### src/rtl/store_rmw_unit_pkg.sv
// Shared store-path definitions: op encodings, store FSM states
// and the alignment rule that the load extender also uses.
package store_rmw_unit_pkg;

    typedef enum logic [1:0] {
        OP_SW  = 2'b00,
        OP_SH  = 2'b01,
        OP_SB  = 2'b10,
        OP_RSV = 2'b11
    } op_e;

    typedef enum logic [2:0] {
        S_IDLE,
        S_READ,
        S_WAIT,
        S_WRITE,
        S_DONE
    } state_e;

    // Alignment only; reserved encodings are rejected by the caller.
    function automatic logic misaligned(op_e op, logic [1:0] lo);
        logic bad;
        bad = 1'b0;
        unique case (op)
            OP_SW:   bad = (lo != 2'b00);
            OP_SH:   bad = lo[0];
            default: bad = 1'b0;
        endcase
        return bad;
    endfunction

endpackage

### src/rtl/store_rmw_unit_if.sv
// Request handshake and word-memory port of the store writer.
// master = CPU/memory side, slave = store_rmw_unit.
interface store_rmw_unit_if #(
    parameter int ADDR_W = 32
);
    logic              req_valid;
    logic              req_ready;
    logic [ADDR_W-1:0] req_addr;
    logic [31:0]       req_data;
    logic [1:0]        req_op;
    logic              done;
    logic              err;
    logic [ADDR_W-3:0] mem_addr;
    logic              mem_rd_en;
    logic [31:0]       mem_rdata;
    logic              mem_wr_en;
    logic [31:0]       mem_wdata;

    modport master (
        output req_valid, req_addr, req_data, req_op, mem_rdata,
        input  req_ready, done, err, mem_addr, mem_rd_en,
        input  mem_wr_en, mem_wdata
    );

    modport slave (
        input  req_valid, req_addr, req_data, req_op, mem_rdata,
        output req_ready, done, err, mem_addr, mem_rd_en,
        output mem_wr_en, mem_wdata
    );
endinterface

### src/rtl/store_lane_merge.sv
// Little-endian lane merge of a truncated store value into
// a previously read memory word.
module store_lane_merge
    import store_rmw_unit_pkg::*;
(
    input  logic [31:0] old_word,
    input  logic [31:0] new_data,
    input  op_e         op,
    input  logic [1:0]  addr_lo,
    output logic [31:0] merged
);

    always_comb begin
        merged = old_word;
        unique case (op)
            OP_SW: merged = new_data;
            OP_SH: begin
                if (addr_lo[1]) merged[31:16] = new_data[15:0];
                else            merged[15:0]  = new_data[15:0];
            end
            OP_SB: merged[{addr_lo, 3'b000} +: 8] = new_data[7:0];
            default: merged = old_word;
        endcase
    end

endmodule

### src/rtl/store_rmw_unit.sv
// Store-path sub-word writer: SW writes directly, SH/SB do a
// read-modify-write of the addressed memory word.
module store_rmw_unit
    import store_rmw_unit_pkg::*;
#(
    parameter int ADDR_W = 32
) (
    input  logic            clk,
    input  logic            reset,
    store_rmw_unit_if.slave bus
);

    state_e            state_q, state_d;
    logic [ADDR_W-1:0] addr_q, addr_d;
    logic [31:0]       data_q, data_d;
    logic [31:0]       wdata_q, wdata_d;
    op_e               op_q, op_d;
    logic              err_q, err_d;

    op_e         req_op;
    logic        accept;
    logic        fault;
    logic [31:0] merged;

    assign req_op = op_e'(bus.req_op);
    assign accept = bus.req_valid && bus.req_ready;
    assign fault  = (req_op == OP_RSV)
                 || misaligned(req_op, bus.req_addr[1:0]);

    always_ff @(posedge clk or posedge reset) begin
        if (reset) state_q <= S_IDLE;
        else       state_q <= state_d;
    end

    always_comb begin
        state_d = state_q;
        unique case (state_q)
            S_IDLE: begin
                if (accept) begin
                    if (fault)                 state_d = S_DONE;
                    else if (req_op == OP_SW) state_d = S_WRITE;
                    else                       state_d = S_READ;
                end
            end
            S_READ:  state_d = S_WAIT;
            S_WAIT:  state_d = S_WRITE;
            S_WRITE: state_d = S_DONE;
            S_DONE:  state_d = S_IDLE;
            default: state_d = S_IDLE;
        endcase
    end

    // Strobes decode from state only, so reset drops them at once.
    always_comb begin
        bus.req_ready = 1'b0;
        bus.mem_rd_en = 1'b0;
        bus.mem_wr_en = 1'b0;
        bus.done      = 1'b0;
        bus.err       = 1'b0;
        unique case (state_q)
            S_IDLE:  bus.req_ready = !reset;
            S_READ:  bus.mem_rd_en = 1'b1;
            S_WRITE: bus.mem_wr_en = 1'b1;
            S_DONE: begin
                bus.done = 1'b1;
                bus.err  = err_q;
            end
            default: ;
        endcase
    end

    store_lane_merge u_merge (
        .old_word (bus.mem_rdata),
        .new_data (data_q),
        .op       (op_q),
        .addr_lo  (addr_q[1:0]),
        .merged   (merged)
    );

    always_comb begin
        addr_d  = addr_q;
        data_d  = data_q;
        op_d    = op_q;
        err_d   = err_q;
        wdata_d = wdata_q;
        if (accept) begin
            addr_d = bus.req_addr;
            data_d = bus.req_data;
            op_d   = req_op;
            err_d  = fault;
            if (!fault && req_op == OP_SW) wdata_d = bus.req_data;
        end
        if (state_q == S_WAIT) wdata_d = merged;
    end

    always_ff @(posedge clk or posedge reset) begin
        if (reset) begin
            addr_q  <= '0;
            data_q  <= '0;
            op_q    <= OP_SW;
            err_q   <= 1'b0;
            wdata_q <= '0;
        end else begin
            addr_q  <= addr_d;
            data_q  <= data_d;
            op_q    <= op_d;
            err_q   <= err_d;
            wdata_q <= wdata_d;
        end
    end

    assign bus.mem_addr  = addr_q[ADDR_W-1:2];
    assign bus.mem_wdata = wdata_q;

endmodule

### src/flat_wrapper.sv
// flat-port wrapper written by rule: the top's interface ports become plain ports
module store_rmw_unit_flat import store_rmw_unit_pkg::*;
#(
    parameter int ADDR_W = 32
)
  (clk, reset, bus_req_valid, bus_req_addr, bus_req_data, bus_req_op, bus_mem_rdata, bus_req_ready, bus_done, bus_err, bus_mem_addr, bus_mem_rd_en, bus_mem_wr_en, bus_mem_wdata);
  store_rmw_unit_if #(.ADDR_W(ADDR_W)) bus_i ();
  input  logic clk;
  input  logic reset;
  input wire logic [$bits(bus_i.req_valid)-1:0] bus_req_valid;
  input wire logic [$bits(bus_i.req_addr)-1:0] bus_req_addr;
  input wire logic [$bits(bus_i.req_data)-1:0] bus_req_data;
  input wire logic [$bits(bus_i.req_op)-1:0] bus_req_op;
  input wire logic [$bits(bus_i.mem_rdata)-1:0] bus_mem_rdata;
  output wire logic [$bits(bus_i.req_ready)-1:0] bus_req_ready;
  output wire logic [$bits(bus_i.done)-1:0] bus_done;
  output wire logic [$bits(bus_i.err)-1:0] bus_err;
  output wire logic [$bits(bus_i.mem_addr)-1:0] bus_mem_addr;
  output wire logic [$bits(bus_i.mem_rd_en)-1:0] bus_mem_rd_en;
  output wire logic [$bits(bus_i.mem_wr_en)-1:0] bus_mem_wr_en;
  output wire logic [$bits(bus_i.mem_wdata)-1:0] bus_mem_wdata;
  assign bus_i.req_valid = bus_req_valid;
  assign bus_i.req_addr = bus_req_addr;
  assign bus_i.req_data = bus_req_data;
  assign bus_i.req_op = bus_req_op;
  assign bus_i.mem_rdata = bus_mem_rdata;
  assign bus_req_ready = bus_i.req_ready;
  assign bus_done = bus_i.done;
  assign bus_err = bus_i.err;
  assign bus_mem_addr = bus_i.mem_addr;
  assign bus_mem_rd_en = bus_i.mem_rd_en;
  assign bus_mem_wr_en = bus_i.mem_wr_en;
  assign bus_mem_wdata = bus_i.mem_wdata;
  store_rmw_unit #(.ADDR_W(ADDR_W)) u_core (.clk(clk), .reset(reset), .bus(bus_i));
endmodule
### config.mk
export PLATFORM = sky130hd
export DESIGN_NAME = store_rmw_unit_flat
export DESIGN_NICKNAME = d
export VERILOG_FILES = /design/src/rtl/store_rmw_unit_pkg.sv /design/src/rtl/store_rmw_unit_if.sv /design/src/rtl/store_lane_merge.sv /design/src/rtl/store_rmw_unit.sv /design/src/flat_wrapper.sv
export SDC_FILE = /design/constraint.sdc
export NUM_CORES = 1
export LEC_CHECK = 0
export BUFFER_PORTS_ARGS = -buffer_cell sky130_fd_sc_hd__clkbuf_2
export CAP_MARGIN = 20
export CELL_PAD_IN_SITES_DETAIL_PLACEMENT = 0
export CELL_PAD_IN_SITES_GLOBAL_PLACEMENT = 2
export CORE_MARGIN = 1
export CORE_UTILIZATION = 27
export DETAILED_ROUTE_END_ITERATION = 8
export PLACE_DENSITY = 0.81
export SETUP_SLACK_MARGIN = 0.1
export SLEW_MARGIN = 40
export SYNTH_ARGS = -nofsm -noshare
export SYNTH_HDL_FRONTEND = slang
export SYNTH_HIERARCHICAL = 1
export SYNTH_SLANG_ARGS = --single-unit
export TNS_END_PERCENT = 5
### constraint.sdc
create_clock -name clk -period 3.1 [get_ports clk]
set_input_delay 0.31 -clock clk [delete_from_list [all_inputs] [get_ports clk]]
set_output_delay 0.31 -clock clk [all_outputs]
set_load 0.01 [all_outputs]
# Yosys cells after proc, flatten, opt, wreduce, memory -nomap -nowiden
# Cells that the tools add are included.
# W data, S select, Z words.
# totals
regBits	102
word_cells	47
input_bits	101
# classes
eq_ne	9
addsub	1
n_shift	2
muxes	17
n_reduce_logical	12
# ops
operator	n
$mux W32	3
$pmux W32 S3	1
$bwmux W32	1
$mux W16	2
$shift A8 B7 Y32 const A	1
$shiftx A8 B7 Y32	1
$pmux W3 S4	1
$neg A5 Y7	1
$eq A3 B2 Y1 const B	2
$mux W3	2
$reduce_bool A2 Y1	3
$mux W1	5
$eq A2 B1 Y1 const B	2
$eq A2 B2 Y1 const B	2
$logic_not A2 Y1	2
$eq A3 B1 Y1 const B	1
$eq A3 B3 Y1 const B	1
$logic_not A3 Y1	1
$logic_and A1 B1 Y1	2
$logic_not A1 Y1	2
$mux W2	1
$ne A2 B1 Y1 const B	1
$pmux W1 S2	1
$reduce_and A2 Y1	1
$logic_or A1 B1 Y1	1

# Depth between registers and ports, before layout
# logic_depth
depth_word	8
ltp_mapped	9
ltp_nobuf	8

# By module
# Netlist, hierarchy kept.
# modules_own_cells
mod	n_inst	cells_each	seq_area_each_um2	area_each_um2
store_rmw_unit	1	502	2552.4	4399.2
store_lane_merge	1	141	0.0	1029.7

# Worst setup path after synthesis
# Ideal clock, no wire load.
# synth_timing
path_type	register to register
from	register u_core.addr_q[1]
to	register u_core.wdata_q[27] (netlist: u_core/bus.mem_wdata[27])
t_required_ns	2.959
arrival_ns	1.919
stages_incl_launch_ff	10
synth_period_minus_slack_ns	2.060
setup_ns	0.141
path_slack_ns	1.040
n_path_buf	1
path_cell_list	dfrtp_1 buf_2 inv_1 ha_1 nor4bb_4 and2_4 a22o_1 a221o_1 nor2_1 a31oi_1
# synth_between
elab_chain_cells	5
word_cells_on_any_way	7
classes_between	add/sub: 1; shift: 2; mux: 4
# synth_lines
item	line_no	text
start, declared	store_rmw_unit.sv:14	logic [ADDR_W-1:0] addr_q, addr_d;
start signal, assigned	store_rmw_unit.sv:104	addr_q <= addr_d;
$neg A5 Y7	store_lane_merge.sv:21	OP_SB: merged[{addr_lo, 3'b000} +: 8] = new_data[7:0];
$shiftx A8 B7 Y32 / $shift A8 B7 Y32 (equally long branches)	store_lane_merge.sv:21	
$bwmux W32	store_lane_merge.sv:21	
$pmux W32 S3 *	store_lane_merge.sv:15	unique case (op)
net u_core.merged[27]	store_rmw_unit.sv:23	logic [31:0] merged;
$mux W32 *	store_rmw_unit.sv:93	if (state_q == S_WAIT) wdata_d = merged;
end signal, assigned	store_rmw_unit.sv:108	wdata_q <= wdata_d;
end, declared	store_rmw_unit.sv:16	logic [31:0] wdata_q, wdata_d;
# The timed path passes the listed nets; every way through them passes the cells marked *.
# A chain may end at the register's enable or synchronous reset.

# Worst setup path after layout
# layout_timing
from	register u_core.addr_q[1]
to	register u_core.wdata_q[20] (netlist: u_core/bus.mem_wdata[20])
# Same word-level chain as after synthesis.

==> reports/metrics.csv <==
metric,value,unit
Synth area leaders,"dfrtp_1, nand2_1, buf_4, a221o_1, a31oi_1",
CTS tree,yes,
type of the most critical hold path,input pin to asynchronous set/reset pin,
Post-Syn Area per Cell,8.443,um2
Routed met3 length,877,um
drt wl/cell,16.93,um
Worst Clk Skew,0.007009,ns
top fanout value on the critical path,13,
outcome,finished clean,
Pins Over Slew Limit,0,
CP max-delay cell,dfrtp_1,
finished layout cell area,6584,um2
FF-to-FF path depth,8,
clk sinks,102,
Worst Path Required,3.38,ns
Worst-Margin Slew,0.7289,ns
first-pass GRT wire length,26.48,mm
Fin. Hold Viols,0,
Starting Density,27.71,%
post-synthesis sequential area ratio,47.02,%
via/cell ratio,4.614,
layout cell share with drive strength beyond 1,28.31,%
FP Rows,51,
routed wl met2,7.947,mm
NumNets Final,871,
vias after detailed routing,4775,
post-synth net total,749,
GP Congestion,0.8034,
DR top layer,met5,
vias in the first global route,4514,
placed cell count,1019,
critical path cell sequence,inv_1 > ha_1 > nand2b_4 > nor4_4 > and2_1 > a221o_1 > nor2_1 > a31oi_1,
Metal-1 WL,8.420,mm
normalized max-slew margin,51.36,%
dominant synthesized flop cell,dfrtp_1,
post-CTS resize count,0,
1st-iter DRT viols,313,
Max Fclk,418.7,MHz
Core Region,19590,um2
# DRC,0,
fin cells,1035,
slowest cell delay on critical path,0.62,ns
period utilisation layout,77.05,%
"FFs w/ async S/R, synth",100.0,%
unrepaired setup endpoints after global routing,false,
VDD IR max,0.3328,mV
critical path endpoint category,flop,
tightest hold margin,0.003244,ns
area growth from synthesis to layout,21.27,%
root buffer cell,clkbuf_16,
Synth Cell Area,5429,um2
Syn. warnings,6,
synth unique cells,45,
pwr/cell area,1043,nW/um2
pin count of the biggest net entering global routing,50,
GRT overflow,0,
max_cap viols,0,
Mapped Cells,643,
cell area after placement,6274,um2
clk slew on worst S/H paths,0.08,ns
DR pass1 iterations,5,
"area leader, netlist",dfrtp_1,
Post-synth EDFFs,0,
die area,20680,um2
Yosys reg bits,102,
Port-buffer cells,167,
CTS Buffer Depth,2,
Critical Path AT,2.67,ns
Tot GR Track Use,17.21,%
leakage power,3.374,nW
Die Y,143.8,um
Hold Buf Count CTS,0,
CTS H-tree depth,3,
DP Wirelength,12.35,mm
antenna violations before repair,1,
# setup viols final,0,
total power,6.870,mW
# diodes,0,
I/O Pins,168,
setup TNS,0,ns
Routed WL,17.52,mm
critical path class,flop to flop,
Synth top area share,47.02,%
minimum period implied by the final worst setup slack,2.388,ns
CTS buffer count,9,
Clock Latency Late Sink,0.36,ns
Die Width,143.8,um
post-CTS setup buffers,0,
post-detailed-route count of antenna-violating nets,0,
CP Launch Type,flop,
## cells by family after synthesis
group	Yosys count	share of synthesized area [%]
compound gates	107	14.70
flops	102	47.02
mux	10	2.074
buf+inv	75	8.412
fa+ha+maj	5	1.152
simple gates	344	26.64
## synth_stat cells (2+ instances only)
library cell,count
and2_1,11
and3_1,2
a21oi_2,2
ha_1,5
a22o_1,13
dfrtp_1,102
buf_4,37
a31oi_1,32
nor2b_1,3
nand2_1,263
o21ai_0,5
a21oi_1,11
mux2_2,10
buf_2,11
and2_4,2
nor2_1,48
a221o_1,20
nand2b_1,2
nor4_4,2
clkbuf_1,16
a22oi_1,10
inv_1,7
o211ai_1,2
o22ai_1,3
o2111ai_1,2
buf_6,3
## per-stage QoR
step | util [%] | worst slack, ns
after floorplan | - | 0.1145
after global placement | 32.01 | 0.7669
after detailed placement | 32.02 | 0.7024
after CTS | 33.61 | 0.6998
after global routing | 33.61 | 0.5290
final | 33.61 | 0.7115
## cell usage in the layout, fill, tap and decap left out, types with 10 or more instances in the layout
cell type and count:
nand2_1 262, a221o_1 20, mux2_2 10, a31oi_1 32, buf_4 10, and2_1 10
dfrtp_1 102, clkbuf_2 167, nor2_1 48, a21oi_1 11, a22oi_1 10, a22o_1 13
## final timing paths
check | slack, ns | to | from
min reg2reg | 0.48 | u_core/data_q[23]$_DFFE_PP0P_ | u_core/data_q[23]$_DFFE_PP0P_
max | 0.71 | u_core/bus.mem_wdata[20]$_DFFE_PP0P_ | u_core/addr_q[1]$_DFFE_PP0P_
min | 0.003 | u_core/addr_q[21]$_DFFE_PP0P_ | reset
min in group clk | 0.14 | u_core/addr_q[27]$_DFFE_PP0P_ | bus_req_addr[27]
max reg2reg | 0.71 | u_core/bus.mem_wdata[20]$_DFFE_PP0P_ | u_core/addr_q[1]$_DFFE_PP0P_
max in group asynchronous | 2.42 | u_core/bus.mem_wdata[18]$_DFFE_PP0P_ | reset
## metal layers
layer / vias to the layer above / global-route usage (%)
met3: 16 / 2.999
met2: 111 / 26.62
met5: - / 0
li1: 2363 / -
met4: 2 / 5.991
met1: 2283 / 24.01
## registers in the layout (all words and copies together) (netlist names)
| register | cells |
|---|---|
| u_core/addr_q | 32 |
| u_core/bus.mem_wdata | 32 |
| u_core/data_q | 32 |
| u_core/err_q | 1 |
| u_core/op_q | 2 |
| u_core/state_q | 3 |
## area by class of cell
type	count	area [um2]
inverters	8	32.53
fillers	2120	13010
clock buffers	10	239.0
clock inverters	6	71.32
repair buffers	178	930.9
well taps	265	331.6
multi-input cells	466	2426
flip-flops and latches	102	2552
## report_power, final
part / internal (mW) / switching, mW / leakage [nW]
combinational: 1.30 / 1.79 / 1.99
sequential: 1.98 / 0.587 / 1.24
clock: 0.653 / 0.553 / 0.145
## critical path: cells and delay by family (launching register included)
family	cells	cell delay (ns)
adder cells (fa/ha/maj)	1	0.43
flip-flops	1	0.62
buffers and inverters	1	0.17
AO/OA/AOI/OAI	2	0.31
AND/OR/NAND/NOR	4	0.80
Note: power is estimated with default switching activity, not from simulation.
